<file path="config.mk">
export PLATFORM = sky130hd
export DESIGN_NAME = sp_link_ctrl_flat
export DESIGN_NICKNAME = d
export VERILOG_FILES = /design/src/rtl/sp_link_pkg.sv /design/src/rtl/sp_link_if.sv /design/src/rtl/sp_stb_watchdog.sv /design/src/rtl/sp_link_ctrl.sv /design/src/flat_wrapper.sv
export SDC_FILE = /design/constraint.sdc
export NUM_CORES = 1
export LEC_CHECK = 0
export CORE_MARGIN = 3
export CORE_UTILIZATION = 66
export CTS_CLUSTER_SIZE = 8
export DETAILED_ROUTE_END_ITERATION = 8
export DONT_BUFFER_PORTS = 1
export PLACE_DENSITY = 0.82
export SKIP_CTS_REPAIR_TIMING = 1
export SLEW_MARGIN = 30
export SYNTH_ARGS = -nofsm -noshare
export SYNTH_HDL_FRONTEND = slang
export SYNTH_SLANG_ARGS = --single-unit
</file>
<file path="constraint.sdc">
create_clock -name clk_32f -period 4.7 [get_ports clk_32f]
set_clock_uncertainty 0.05 [all_clocks]
set_input_delay 1.41 -clock clk_32f [delete_from_list [all_inputs] [get_ports clk_32f]]
set_output_delay 1.41 -clock clk_32f [all_outputs]
set_load 0.05 [all_outputs]
</file>
<file path="src/rtl/sp_link_pkg.sv">
// Shared definitions for the receive-side link synchronisation controller.
package sp_link_pkg;

  localparam logic [1:0] ST_IDLE  = 2'd0;
  localparam logic [1:0] ST_HUNT  = 2'd1;
  localparam logic [1:0] ST_CHECK = 2'd2;
  localparam logic [1:0] ST_LOCK  = 2'd3;

  typedef enum logic [1:0] {
    S_IDLE  = ST_IDLE,
    S_HUNT  = ST_HUNT,
    S_CHECK = ST_CHECK,
    S_LOCK  = ST_LOCK
  } state_e;

  localparam logic [7:0] COMMA_DEF       = 8'hBC;
  localparam int         LOCK_COUNT_DEF  = 4;
  localparam int         STB_TIMEOUT_DEF = 12;

  function automatic logic [7:0] sat_inc8(input logic [7:0] v);
    return (v == 8'hFF) ? v : v + 8'd1;
  endfunction

endpackage

</file>
<file path="src/rtl/sp_link_if.sv">
// Deserializer-side handshake and status bundle of the link controller.
interface sp_link_if;
  logic       enable;
  logic       resync_req;
  logic [7:0] byte_in;
  logic       byte_stb;
  logic       sp_en;
  logic       sp_realign;
  logic [7:0] data_out;
  logic       valid_out;
  logic       active;
  logic [1:0] state;
  logic [7:0] loss_cnt;

  modport master (
    output enable, resync_req, byte_in, byte_stb,
    input  sp_en, sp_realign, data_out, valid_out, active, state, loss_cnt
  );

  modport slave (
    input  enable, resync_req, byte_in, byte_stb,
    output sp_en, sp_realign, data_out, valid_out, active, state, loss_cnt
  );
endinterface

</file>
<file path="src/rtl/sp_stb_watchdog.sv">
// Byte-strobe watchdog: counts cycles since the last clear, pulses tmo_o when
// the count reaches STB_TIMEOUT.
module sp_stb_watchdog #(
  parameter  int STB_TIMEOUT = 12,
  localparam int W           = $clog2(STB_TIMEOUT + 1)
) (
  input  logic clk_i,
  input  logic rst_n_i,
  input  logic clr_i,
  input  logic en_i,
  output logic tmo_o
);

  logic [W-1:0] cnt_q, cnt_d;

  always_comb begin
    cnt_d = cnt_q;
    if (clr_i)
      cnt_d = '0;
    else if (en_i)
      cnt_d = cnt_q + W'(1);
  end

  // A strobe in the final cycle clears the count, so it still counts as in time.
  assign tmo_o = en_i && !clr_i && (cnt_d == W'(STB_TIMEOUT));

  always_ff @(posedge clk_i or negedge rst_n_i) begin
    if (!rst_n_i)
      cnt_q <= '0;
    else
      cnt_q <= cnt_d;
  end

endmodule

</file>
<file path="src/rtl/sp_link_ctrl.sv">
// Comma-based link synchronisation: hunts for lock, strips idle commas,
// forwards data bytes and counts lock losses.
//
// state | meaning
// IDLE  | link disabled, deserializer off
// HUNT  | deserializer on, waiting for the first comma
// CHECK | counting consecutive commas toward lock
// LOCK  | framed; data bytes forwarded, commas stripped
module sp_link_ctrl
  import sp_link_pkg::*;
#(
  parameter logic [7:0] COMMA       = COMMA_DEF,
  parameter int         LOCK_COUNT  = LOCK_COUNT_DEF,
  parameter int         STB_TIMEOUT = STB_TIMEOUT_DEF
) (
  input logic      clk_32f,
  input logic      reset_L,
  sp_link_if.slave link
);

  state_e     state_q, state_d;
  logic [2:0] comma_q, comma_d, comma_inc;
  logic [7:0] data_q, data_d;
  logic [7:0] loss_q, loss_d;
  logic       valid_q, valid_d;
  logic       realign_q, realign_d;
  logic       sp_en_q, active_q;
  logic       is_comma, wd_en, wd_clr, tmo;

  assign is_comma  = (link.byte_in == COMMA);
  assign comma_inc = comma_q + 3'd1;

  // IDLE/HUNT hold the watchdog cleared, so every entry to CHECK/LOCK starts at 0.
  assign wd_en  = (state_q == S_CHECK) || (state_q == S_LOCK);
  assign wd_clr = link.byte_stb || !wd_en || !link.enable;

  sp_stb_watchdog #(.STB_TIMEOUT(STB_TIMEOUT)) u_wdog (
    .clk_i   (clk_32f),
    .rst_n_i (reset_L),
    .clr_i   (wd_clr),
    .en_i    (wd_en),
    .tmo_o   (tmo)
  );

  always_comb begin
    state_d   = state_q;
    comma_d   = comma_q;
    data_d    = data_q;
    loss_d    = loss_q;
    valid_d   = 1'b0;
    realign_d = 1'b0;

    if (!link.enable) begin
      state_d = S_IDLE;
      comma_d = '0;
    end else begin
      unique case (state_q)
        S_IDLE: begin
          state_d   = S_HUNT;
          realign_d = 1'b1;
          comma_d   = '0;
        end
        S_HUNT: begin
          if (link.resync_req) begin
            realign_d = 1'b1;
            comma_d   = '0;
          end else if (link.byte_stb && is_comma) begin
            comma_d = 3'd1;
            state_d = (LOCK_COUNT == 1) ? S_LOCK : S_CHECK;
          end
        end
        S_CHECK: begin
          if (link.resync_req || tmo || (link.byte_stb && !is_comma)) begin
            state_d   = S_HUNT;
            realign_d = 1'b1;
            comma_d   = '0;
          end else if (link.byte_stb) begin
            comma_d = comma_inc;
            if (comma_inc == 3'(LOCK_COUNT))
              state_d = S_LOCK;
          end
        end
        S_LOCK: begin
          if (link.resync_req || tmo) begin
            state_d   = S_HUNT;
            realign_d = 1'b1;
            comma_d   = '0;
            loss_d    = sat_inc8(loss_q);
          end else if (link.byte_stb && !is_comma) begin
            data_d  = link.byte_in;
            valid_d = 1'b1;
          end
        end
        default: state_d = S_IDLE;
      endcase
    end
  end

  always_ff @(posedge clk_32f or negedge reset_L) begin
    if (!reset_L) begin
      state_q   <= S_IDLE;
      comma_q   <= '0;
      data_q    <= '0;
      loss_q    <= '0;
      valid_q   <= 1'b0;
      realign_q <= 1'b0;
      sp_en_q   <= 1'b0;
      active_q  <= 1'b0;
    end else begin
      state_q   <= state_d;
      comma_q   <= comma_d;
      data_q    <= data_d;
      loss_q    <= loss_d;
      valid_q   <= valid_d;
      realign_q <= realign_d;
      sp_en_q   <= (state_d != S_IDLE);
      active_q  <= (state_d == S_LOCK);
    end
  end

  assign link.sp_en      = sp_en_q;
  assign link.sp_realign = realign_q;
  assign link.data_out   = data_q;
  assign link.valid_out  = valid_q;
  assign link.active     = active_q;
  assign link.state      = state_q;
  assign link.loss_cnt   = loss_q;

endmodule

</file>
<file path="src/flat_wrapper.sv">
// flat-port wrapper written by rule: the top's interface ports become plain ports
module sp_link_ctrl_flat import sp_link_pkg::*;
#(
  parameter logic [7:0] COMMA       = COMMA_DEF,
  parameter int         LOCK_COUNT  = LOCK_COUNT_DEF,
  parameter int         STB_TIMEOUT = STB_TIMEOUT_DEF
)
  (clk_32f, reset_L, link_enable, link_resync_req, link_byte_in, link_byte_stb, link_sp_en, link_sp_realign, link_data_out, link_valid_out, link_active, link_state, link_loss_cnt);
  sp_link_if link_i ();
  input logic clk_32f;
  input logic reset_L;
  input wire logic [$bits(link_i.enable)-1:0] link_enable;
  input wire logic [$bits(link_i.resync_req)-1:0] link_resync_req;
  input wire logic [$bits(link_i.byte_in)-1:0] link_byte_in;
  input wire logic [$bits(link_i.byte_stb)-1:0] link_byte_stb;
  output wire logic [$bits(link_i.sp_en)-1:0] link_sp_en;
  output wire logic [$bits(link_i.sp_realign)-1:0] link_sp_realign;
  output wire logic [$bits(link_i.data_out)-1:0] link_data_out;
  output wire logic [$bits(link_i.valid_out)-1:0] link_valid_out;
  output wire logic [$bits(link_i.active)-1:0] link_active;
  output wire logic [$bits(link_i.state)-1:0] link_state;
  output wire logic [$bits(link_i.loss_cnt)-1:0] link_loss_cnt;
  assign link_i.enable = link_enable;
  assign link_i.resync_req = link_resync_req;
  assign link_i.byte_in = link_byte_in;
  assign link_i.byte_stb = link_byte_stb;
  assign link_sp_en = link_i.sp_en;
  assign link_sp_realign = link_i.sp_realign;
  assign link_data_out = link_i.data_out;
  assign link_valid_out = link_i.valid_out;
  assign link_active = link_i.active;
  assign link_state = link_i.state;
  assign link_loss_cnt = link_i.loss_cnt;
  sp_link_ctrl #(.COMMA(COMMA), .LOCK_COUNT(LOCK_COUNT), .STB_TIMEOUT(STB_TIMEOUT)) u_core (.clk_32f(clk_32f), .reset_L(reset_L), .link(link_i));
endmodule
</file>
==> results of run 1 <==
==> cell usage after synthesis <==
| library cell | instances |
|---|---|
| dfrtp_1 | 29 |
| nor2_1 | 12 |
| ha_1 | 9 |
| xor2_1 | 9 |
| inv_1 | 8 |
| nand3_1 | 6 |
| mux2_2 | 5 |
| nand2b_1 | 5 |
| a21oi_1 | 4 |
| mux2_1 | 4 |
| o21ai_0 | 4 |
| a211oi_1 | 3 |
| and3_1 | 3 |
| nand2_1 | 3 |
| nand4_1 | 3 |
| nor2b_1 | 3 |
| nor4_1 | 3 |
| a21o_1 | 2 |
| a31oi_1 | 2 |
| and2_1 | 2 |
| nor3_1 | 2 |
| a2111oi_4 | 1 |
| a21bo_2 | 1 |
| a21oi_2 | 1 |
| a221oi_1 | 1 |
| a22o_1 | 1 |
| a41o_1 | 1 |
| a41oi_1 | 1 |
| and4b_1 | 1 |
| and4bb_2 | 1 |
| buf_2 | 1 |
| buf_6 | 1 |
| clkbuf_1 | 1 |
| nand3b_1 | 1 |
| nor3b_1 | 1 |
| nor4b_1 | 1 |
| o211a_1 | 1 |
| o21ai_1 | 1 |
| o21ba_2 | 1 |
| o22ai_1 | 1 |
| o31ai_1 | 1 |
| or2_1 | 1 |
| or2_2 | 1 |
| xnor2_1 | 1 |
==> cell type report <==
class                      instances  area (sq um)  share of cell area (%)
tap                               27          33.8                    2.03
multi-input combinational        104           787                    47.4
clock buffer                       7          55.1                    3.31
sequential                        29           726                    43.7
clock inverter                     1          30.0                    1.81
inverter                           8          30.0                    1.81
==> per-stage QoR <==
stage / worst slack, ns / area [sq um] / util (%) / hold WS [ns]
after floorplan: 1.82 / 1560 / - / 0.392
after global placement: 1.64 / 1580 / 75.0 / 0.415
after detailed placement: 1.57 / 1580 / 75.0 / 0.428
after CTS: 1.70 / 1660 / 79.0 / 0.446
after global routing: 1.53 / 1660 / 79.0 / 0.485
final: 1.69 / 1660 / 79.0 / 0.443
==> worst min-delay path by stage <==
stage	startpoint	to	slack (ns)
after floorplan	u_core.u_wdog.cnt_q[0]	u_core.u_wdog.cnt_q[0]	0.39
after global placement	u_core.u_wdog.cnt_q[0]	u_core.u_wdog.cnt_q[0]	0.42
after detailed placement	u_core.u_wdog.cnt_q[0]	u_core.u_wdog.cnt_q[0]	0.43
after CTS	u_core.u_wdog.cnt_q[0]	u_core.u_wdog.cnt_q[0]	0.45
after global routing	u_core.u_wdog.cnt_q[0]	u_core.u_wdog.cnt_q[0]	0.48
final	u_core.u_wdog.cnt_q[0]	u_core.u_wdog.cnt_q[0]	0.44
==> layer usage <==
layer  track usage (%)  part of all wire (%)
met5                 0                     0
met4              9.96                   1.5
met3              8.45                   8.5
met2              42.3                    51
met1              27.2                    39
==> power by group through the flow <==
stage | Combinational [W] | Clock [W] | Sequential [W]
after detailed placement | 0.0000186 | 0 | 0.000266
after floorplan | 0.0000160 | 0 | 0.000265
after global placement | 0.0000183 | 0 | 0.000266
after global routing | 0.0000212 | 0.000224 | 0.000261
final | 0.0000194 | 0.000210 | 0.000261
after CTS | 0.0000188 | 0.000215 | 0.000261
==> flip-flops by register name, indices dropped and copies added (netlist names) <==
signal                  count
u_core.link.state           2
u_core.link.loss_cnt        8
u_core.link.sp_en           1
u_core.link.active          1
u_core.link.sp_realign      1
u_core.u_wdog.cnt_q         4
u_core.link.valid_out       1
u_core.comma_q              3
u_core.link.data_out        8
==> kinds of logic after synthesis <==
| family | Yosys count |
|---|---|
| compound gates | 27 |
| xor+xnor | 10 |
| fa+ha+maj | 9 |
| buf+inv | 11 |
| flops | 29 |
| mux | 9 |
| simple gates | 49 |
==> results.sh, run 1 <==
export IMPL_io_buffers=0
export IMPL_ioPinCount=35
export IMPL_ctsHtreeMaxLevel=2
export IMPL_worstMarginPinSlew_ns=0.603
export IMPL_final_cell_mix="dfrtp_1 (29), nor2_1 (12), xor2_1 (9), ha_1 (9), inv_1 (8)"
export IMPL_crit_type="flop to flop"
export IMPL_cp_num_buf_inv=1
export IMPL_dpl_cell_count=168
export IMPL_start_kind="flop"
export IMPL_peakVddDrop_uv=317
export IMPL_synth_mux_area_share_pct=6.49
export IMPL_reg2reg_to="u_core.link.data_out[0]"
export IMPL_clk_path_buf_depth=2
export IMPL_vias_per_cell=6.52
export IMPL_cp_required_ns=4.86
export IMPL_seqPwrFrac_pct=53.2
export IMPL_fin_total_pwr_w=0.000491
export IMPL_synthXorXnorAreaFrac_pct=5.60
export IMPL_setup_viol=0
export IMPL_clkPwrFrac_pct=42.9
export IMPL_wl_um=3250
export IMPL_slew_violations=0
export IMPL_finalHoldViolations=0
export IMPL_rows=16
export IMPL_syn_nets=166
export IMPL_cpLargestDelayFamily="simple AND/OR/NAND/NOR gates"
export IMPL_grtUsageTotal_pct=24.5
export IMPL_drc=0
export IMPL_clk_pin_slew_ns=0.09
export IMPL_crit_slowest_cell="dfrtp_1"
export IMPL_area_growth_pct=6.32
export IMPL_hold_class="flop to flop"
export IMPL_fmax_mhz=332
export IMPL_max_stage_delay_ns=0.72
export IMPL_critical_path_depth=7
export IMPL_antenna_cells=0
export IMPL_power_switching_w=0.000104
export IMPL_cts_sinks=29
export IMPL_yosys_area_share_simple_pct=17.5
export IMPL_cts_tree="done"
export IMPL_min_period_over_period_pct=64.1
export IMPL_synth_fa_ha_area_share_pct=7.21
export IMPL_core_region_area_sq_um=2100
export IMPL_grt_max_degree=30
export IMPL_rsz0062_at_grt="false"
export IMPL_final_cells=176
export IMPL_layout_commonest_cell="dfrtp_1"
export IMPL_p_leak_nw=0.830
export IMPL_vias=1148
export IMPL_yosys_warnings=0
export IMPL_crit_fanout=13
export IMPL_worstRegToRegCells=7
export IMPL_cts_buffers=5
export IMPL_rr_startpoint="u_core.link.state[0]"
export IMPL_hpwlAfterDp_um=2480
export IMPL_status="finished clean"
export IMPL_ys_seq_area_share_pct=46.4
export IMPL_die_area_sq_um=2990
export IMPL_maxCapViolations=0
export IMPL_netlist_area_sq_um=1560
export IMPL_synth_avg_cell_area_sq_um=10.9
export IMPL_cp_startpoint="u_core.link.state[0]"
export IMPL_p_per_area_nw_per_um2=295
export IMPL_drt_iter0_markers=57
export IMPL_synth_compound_area_share_pct=13.5
export IMPL_crit_end="u_core.link.data_out[0]"
export IMPL_start_util_pct=74.3
export IMPL_netSwitchingFraction_pct=21.3
export IMPL_gp_congestion=0.935
export IMPL_relSlewSlack_pct=59.6
export IMPL_clk_latency_ns=0.32
export IMPL_setup_tns_ns=0
export IMPL_ys_top_cells_by_area="dfrtp_1 (46%), ha_1 (7.2%), xor2_1 (5.0%)"
export IMPL_globalRouteOverflowTotal=0
export IMPL_grt_pass1_wl_um=5020
export IMPL_nFillCells=131
export IMPL_hold_depth=1
export IMPL_die_y_um=54.7
export IMPL_synth_cell_type_count=44
export IMPL_synth_top_area_cell="dfrtp_1"
export IMPL_die_w_um=54.7
export IMPL_end_kind="flop"
export IMPL_period_needed_ns=3.01
export IMPL_first_pass_iters=4
export IMPL_num_nets_final=170
export IMPL_cts_root_buf="clkbuf_4"
export IMPL_antenna_found_initial=0
export IMPL_layout_drive_gt1_share_pct=12.1
export IMPL_crit_chain="inv_1, ha_1, nor2_1, a2111oi_4, a21oi_2, and3_1, mux2_2"
export IMPL_ant_nets=0
export IMPL_netlist_instances=144
export IMPL_grt_pass1_vias=1113
export IMPL_yosys_register_bits=29
export IMPL_synth_top_area_share_pct=46.4
export IMPL_r2r_slack_ns=1.69
export IMPL_p_comb_share_pct=3.9
export IMPL_power_internal_w=0.000386
export IMPL_post_drt_wl_per_cell_um=18.5
export IMPL_worstPathArrival_ns=3.17
export IMPL_synth_top_family_by_area="simple AND/OR/NAND/NOR gates"
(Power assumes the default switching activity.)
==> run 2: changes to the inputs <==
- CORE_UTILIZATION: 66 -> 56
- PLACE_DENSITY: 0.82 -> 0.74
- clock period: 4.7 -> 2.6 ns (I/O delays scaled with it)
==> run 2 against run 1 <==
Net effect:
- setup slack got worse by 1.5 ns
- combinational power increased by 110%
- register-to-register slack lost 1.5 ns
- hold slack worse by 0.36 ns
- routed wire length is 4.8% lower
- cell count increased by 5.1%
- core utilization is 12 points lower
- critical path type unchanged
==> results.sh, run 2 (synthesis results as in run 1) <==
export IMPL_status="finished clean"
export IMPL_end_kind="flop"
export IMPL_period_needed_ns=2.39
export IMPL_layout_commonest_cell="dfrtp_1"
export IMPL_power_switching_w=0.000192
export IMPL_setup_tns_ns=0
export IMPL_num_nets_final=176
export IMPL_p_comb_share_pct=4.3
export IMPL_gp_congestion=0.897
export IMPL_grt_max_degree=30
export IMPL_drc=0
export IMPL_antenna_found_initial=0
export IMPL_die_y_um=58.8
export IMPL_ant_nets=0
export IMPL_rsz0062_at_grt="false"
export IMPL_fin_area_sq_um=1730
export IMPL_clkPwrFrac_pct=47.1
export IMPL_layout_drive_gt1_share_pct=16.8
export IMPL_start_kind="flop"
export IMPL_die_w_um=58.8
export IMPL_p_leak_nw=0.871
export IMPL_ctsHtreeMaxLevel=2
export IMPL_vias_per_cell=6.10
export IMPL_setup_viol=0
export IMPL_cts_sinks=29
export IMPL_die_area_sq_um=3460
export IMPL_worstMarginPinSlew_ns=0.612
export IMPL_grt_pass1_vias=1112
export IMPL_core_region_area_sq_um=2570
export IMPL_drt_iter0_markers=18
export IMPL_worstPathArrival_ns=2.56
export IMPL_crit_fanout=13
export IMPL_grtUsageTotal_pct=19.5
export IMPL_grt_pass1_wl_um=5050
export IMPL_hpwlAfterDp_um=2360
export IMPL_cts_root_buf="clkbuf_4"
export IMPL_maxCapViolations=0
export IMPL_placed_area_sq_um=1630
export IMPL_crit_type="flop to flop"
export IMPL_power_internal_w=0.000768
export IMPL_relSlewSlack_pct=59.2
export IMPL_cts_tree="done"
export IMPL_start_util_pct=60.9
export IMPL_netSwitchingFraction_pct=20.0
export IMPL_cts_buffers=5
export IMPL_post_drt_wl_per_cell_um=16.7
export IMPL_vias=1129
export IMPL_clk_pin_slew_ns=0.10
export IMPL_area_growth_pct=10.6
export IMPL_final_cell_mix="dfrtp_1 (29), nor2_1 (12), xor2_1 (9), ha_1 (9), inv_1 (8)"
export IMPL_fmax_mhz=418
export IMPL_io_buffers=0
export IMPL_finalHoldViolations=0
export IMPL_clk_path_buf_depth=2
export IMPL_slew_violations=0
export IMPL_wl_um=3090
export IMPL_first_pass_iters=4
export IMPL_hold_class="input pin to asynchronous set/reset pin"
export IMPL_ioPinCount=35
export IMPL_globalRouteOverflowTotal=0
export IMPL_rows=18
export IMPL_seqPwrFrac_pct=48.6
export IMPL_peakVddDrop_uv=857
export IMPL_min_period_over_period_pct=92.1
export IMPL_clk_latency_ns=0.33
export IMPL_antenna_cells=0
export IMPL_p_per_area_nw_per_um2=555
export IMPL_cp_required_ns=2.76
==> run 2: changes by cell type in the layout (fill, tap and decap cells not counted), sizes merged <==
cell	delta
buf	+6
bufinv	+1
clkinv	+1
clkbuf	-2
==> run 2: path summary, 6_finish.rpt <==
path | slack [ns] | start | cells past startpoint | endpoint
max | 0.21 | u_core.u_wdog.cnt_q[0] | 6 | u_core.link.data_out[1]
min | 0.08 | reset_L | 0 | u_core.u_wdog.cnt_q[0]
max reg2reg | 0.21 | u_core.u_wdog.cnt_q[0] | 6 | u_core.link.data_out[1]
min reg2reg | 0.43 | u_core.u_wdog.cnt_q[0] | 1 | u_core.u_wdog.cnt_q[0]
max in group asynchronous | 2.32 | reset_L | 0 | u_core.link.state[0]
min in group clk_32f | 0.43 | u_core.u_wdog.cnt_q[0] | 1 | u_core.u_wdog.cnt_q[0]
==> run 2: power groups by stage <==
| stage | clock (W) | combinational, W | sequential, W |
|---|---|---|---|
| after global placement | 0 | 0.0000393 | 0.000475 |
| after global routing | 0.000484 | 0.0000459 | 0.000467 |
| after detailed placement | 0 | 0.0000404 | 0.000476 |
| after floorplan | 0 | 0.0000289 | 0.000480 |
| final | 0.000452 | 0.0000410 | 0.000466 |
| after CTS | 0.000464 | 0.0000407 | 0.000467 |
==> run 2: critical path, stage by stage, from the launching register on <==
cell	delay, ns
dfrtp_1	0.42
ha_1	0.22
xnor2_1	0.31
a2111oi_4	0.08
a21oi_2	0.44
and3_2	0.41
mux2_2	0.35
==> run 2: layout make-up <==
type	count	area (sq um)
Clock buffer	5	37.5
Clock inverter	3	65.1
Fill cell	221	838
Inverter	8	30.0
Multi-Input combinational cell	104	788
Sequential cell	29	726
Tap cell	30	37.5
Timing Repair Buffer	6	45.0
==> run 2: layer usage <==
metal,track usage (%),up-vias,wire length [um]
met1,23.6,546,1300
met2,32.2,33,1560
met4,9.06,0,47
met5,0,-,0
met3,5.26,7,186
li1,-,543,-
==> run 2: through the flow <==
step	std cells	hold WS (ns)	power, W	util, %	setup slack (ns)
floorplan	144	0.392	0.000509	-	0.163
global placement	177	0.417	0.000515	63.3	0.203
detailed placement	177	0.415	0.000516	63.3	0.140
CTS	185	0.0625	0.000971	67.3	0.116
global route	185	0.0481	0.000997	67.3	0.00241
finish	185	0.0788	0.000960	67.3	0.206
==> run 3: changes to the inputs <==
--- a/config.mk
+++ b/config.mk
@@ -7,9 +7,9 @@
 export LEC_CHECK = 0
 export CORE_MARGIN = 3
-export CORE_UTILIZATION = 56
+export CORE_UTILIZATION = 35
 export CTS_CLUSTER_SIZE = 8
 export DETAILED_ROUTE_END_ITERATION = 8
 export DONT_BUFFER_PORTS = 1
-export PLACE_DENSITY = 0.74
+export MAX_ROUTING_LAYER = met4
 export SKIP_CTS_REPAIR_TIMING = 1
 export SLEW_MARGIN = 30
--- a/constraint.sdc
+++ b/constraint.sdc
@@ -3,3 +3,3 @@
 set_input_delay 0.78 -clock clk_32f [delete_from_list [all_inputs] [get_ports clk_32f]]
 set_output_delay 0.78 -clock clk_32f [all_outputs]
-set_load 0.05 [all_outputs]
+set_load 0.01 [all_outputs]
==> run 3 against run 2 <==
Net effect:
- non-clock buffer count is 4 lower
- routed wire length rose by 1.0%
- sequential share of layout area grew 0.18 points
- clock power is 11% lower
- sequential cell count stayed put
- first-iteration DRC count grew to 5.2 times the previous value
- register-to-register slack better by 0.13 ns
- combinational power down 15%
==> results.sh, run 3 (synthesis results as in run 1) <==
export IMPL_status="finished clean"
export IMPL_seqPwrFrac_pct=51.2
export IMPL_wl_um=3130
export IMPL_die_w_um=72.8
export IMPL_core_region_area_sq_um=4140
export IMPL_antenna_cells=0
export IMPL_maxCapViolations=0
export IMPL_final_cell_mix="dfrtp_1 (29), nor2_1 (12), xor2_1 (9), ha_1 (9), inv_1 (8)"
export IMPL_layout_commonest_cell="dfrtp_1"
export IMPL_area_growth_pct=10.2
export IMPL_p_leak_nw=0.849
export IMPL_globalRouteOverflowTotal=0
export IMPL_hpwlAfterDp_um=2410
export IMPL_drt_iter0_markers=93
export IMPL_cp_required_ns=2.71
export IMPL_vias_per_cell=5.58
export IMPL_clkPwrFrac_pct=44.9
export IMPL_start_kind="flop"
export IMPL_die_area_sq_um=5300
export IMPL_rsz0062_at_grt="false"
export IMPL_worstMarginPinSlew_ns=0.586
export IMPL_drc=0
export IMPL_worstPathArrival_ns=2.38
export IMPL_dpl_cell_count=193
export IMPL_crit_type="flop to flop"
export IMPL_ant_nets=0
export IMPL_power_internal_w=0.000709
export IMPL_cts_tree="done"
export IMPL_r2r_slack_ns=0.33
export IMPL_power_switching_w=0.000191
export IMPL_die_y_um=72.8
export IMPL_num_nets_final=172
export IMPL_antenna_found_initial=0
export IMPL_slew_violations=0
export IMPL_finalHoldViolations=0
export IMPL_clk_pin_slew_ns=0.06
export IMPL_hold_class="input pin to asynchronous set/reset pin"
export IMPL_grtUsageTotal_pct=13.0
export IMPL_ctsHtreeMaxLevel=2
export IMPL_first_pass_iters=5
export IMPL_setup_tns_ns=0
export IMPL_fmax_mhz=441
export IMPL_netSwitchingFraction_pct=21.2
export IMPL_end_kind="flop"
export IMPL_crit_fanout=6
export IMPL_setup_viol=0
export IMPL_gp_congestion=1.00
export IMPL_final_cells=201
export IMPL_min_period_over_period_pct=87.2
export IMPL_cts_sinks=29
export IMPL_clk_latency_ns=0.28
export IMPL_start_util_pct=37.7
export IMPL_grt_max_degree=30
export IMPL_relSlewSlack_pct=60.7
export IMPL_p_comb_share_pct=3.9
export IMPL_post_drt_wl_per_cell_um=15.5
export IMPL_vias=1121
export IMPL_period_needed_ns=2.27
export IMPL_io_buffers=0
export IMPL_ioPinCount=35
export IMPL_layout_drive_gt1_share_pct=13.9
export IMPL_cts_root_buf="clkbuf_8"
export IMPL_fin_total_pwr_w=0.000900
export IMPL_p_per_area_nw_per_um2=523
export IMPL_rows=23
export IMPL_grt_pass1_wl_um=5110
export IMPL_clk_path_buf_depth=2
export IMPL_peakVddDrop_uv=353
export IMPL_cts_buffers=5
export IMPL_grt_pass1_vias=1199
run 3: per-stage QoR:
stage | utilization, % | hold slack (ns) | worst slack (ns) | instance area, sq um
floorplan | - | 0.392 | 0.346 | 1560
detailed placement | 39.1 | 0.426 | 0.251 | 1620
global route | 41.5 | 0.120 | 0.159 | 1720
global placement | 39.1 | 0.415 | 0.299 | 1620
CTS | 41.5 | 0.131 | 0.319 | 1720
finish | 41.5 | 0.140 | 0.333 | 1720
run 3: routing by layer:
layer / up-vias / track usage [%] / wire (um)
met5: - / - / 0
met4: 0 / 5.53 / 77
met3: 11 / 4.82 / 270
met2: 49 / 22.6 / 1570
met1: 534 / 12.8 / 1200
li1: 527 / - / -
run 3: final timing paths:
kind | cells after the start | from | endpoint
min | 0 | reset_L | u_core.link.sp_realign
max | 7 | u_core.link.state[0] | u_core.comma_q[0]
min in group clk_32f | 1 | u_core.u_wdog.cnt_q[0] | u_core.u_wdog.cnt_q[0]
min reg2reg | 1 | u_core.u_wdog.cnt_q[0] | u_core.u_wdog.cnt_q[0]
max reg2reg | 7 | u_core.link.state[0] | u_core.comma_q[0]
max in group asynchronous | 0 | reset_L | u_core.link.loss_cnt[7]
run 3: area by class of cell:
type	count	area (sq um)
timing repair buffer	2	15.0
multi-input combinational	104	787
clock inverter	1	5.00
clock buffer	7	96.3
fill	411	2420
tap	50	62.6
inverter	8	30.0
sequential	29	726
run 3: power groups by stage:
| stage | combinational (W) | sequential [W] | clock [W] |
|---|---|---|---|
| after CTS | 0.0000344 | 0.000461 | 0.000415 |
| after global placement | 0.0000333 | 0.000469 | 0 |
| after detailed placement | 0.0000342 | 0.000470 | 0 |
| after floorplan | 0.0000288 | 0.000468 | 0 |
| final | 0.0000347 | 0.000461 | 0.000404 |
| after global routing | 0.0000387 | 0.000461 | 0.000439 |
run 3: worst max-delay path, cell delays in order (launching register included):
cell       delay (ns)
dfrtp_1          0.49
inv_1            0.10
ha_1             0.22
nor2_1           0.24
a2111oi_4        0.09
a211oi_1         0.55
nor2_1           0.09
a221oi_1         0.32
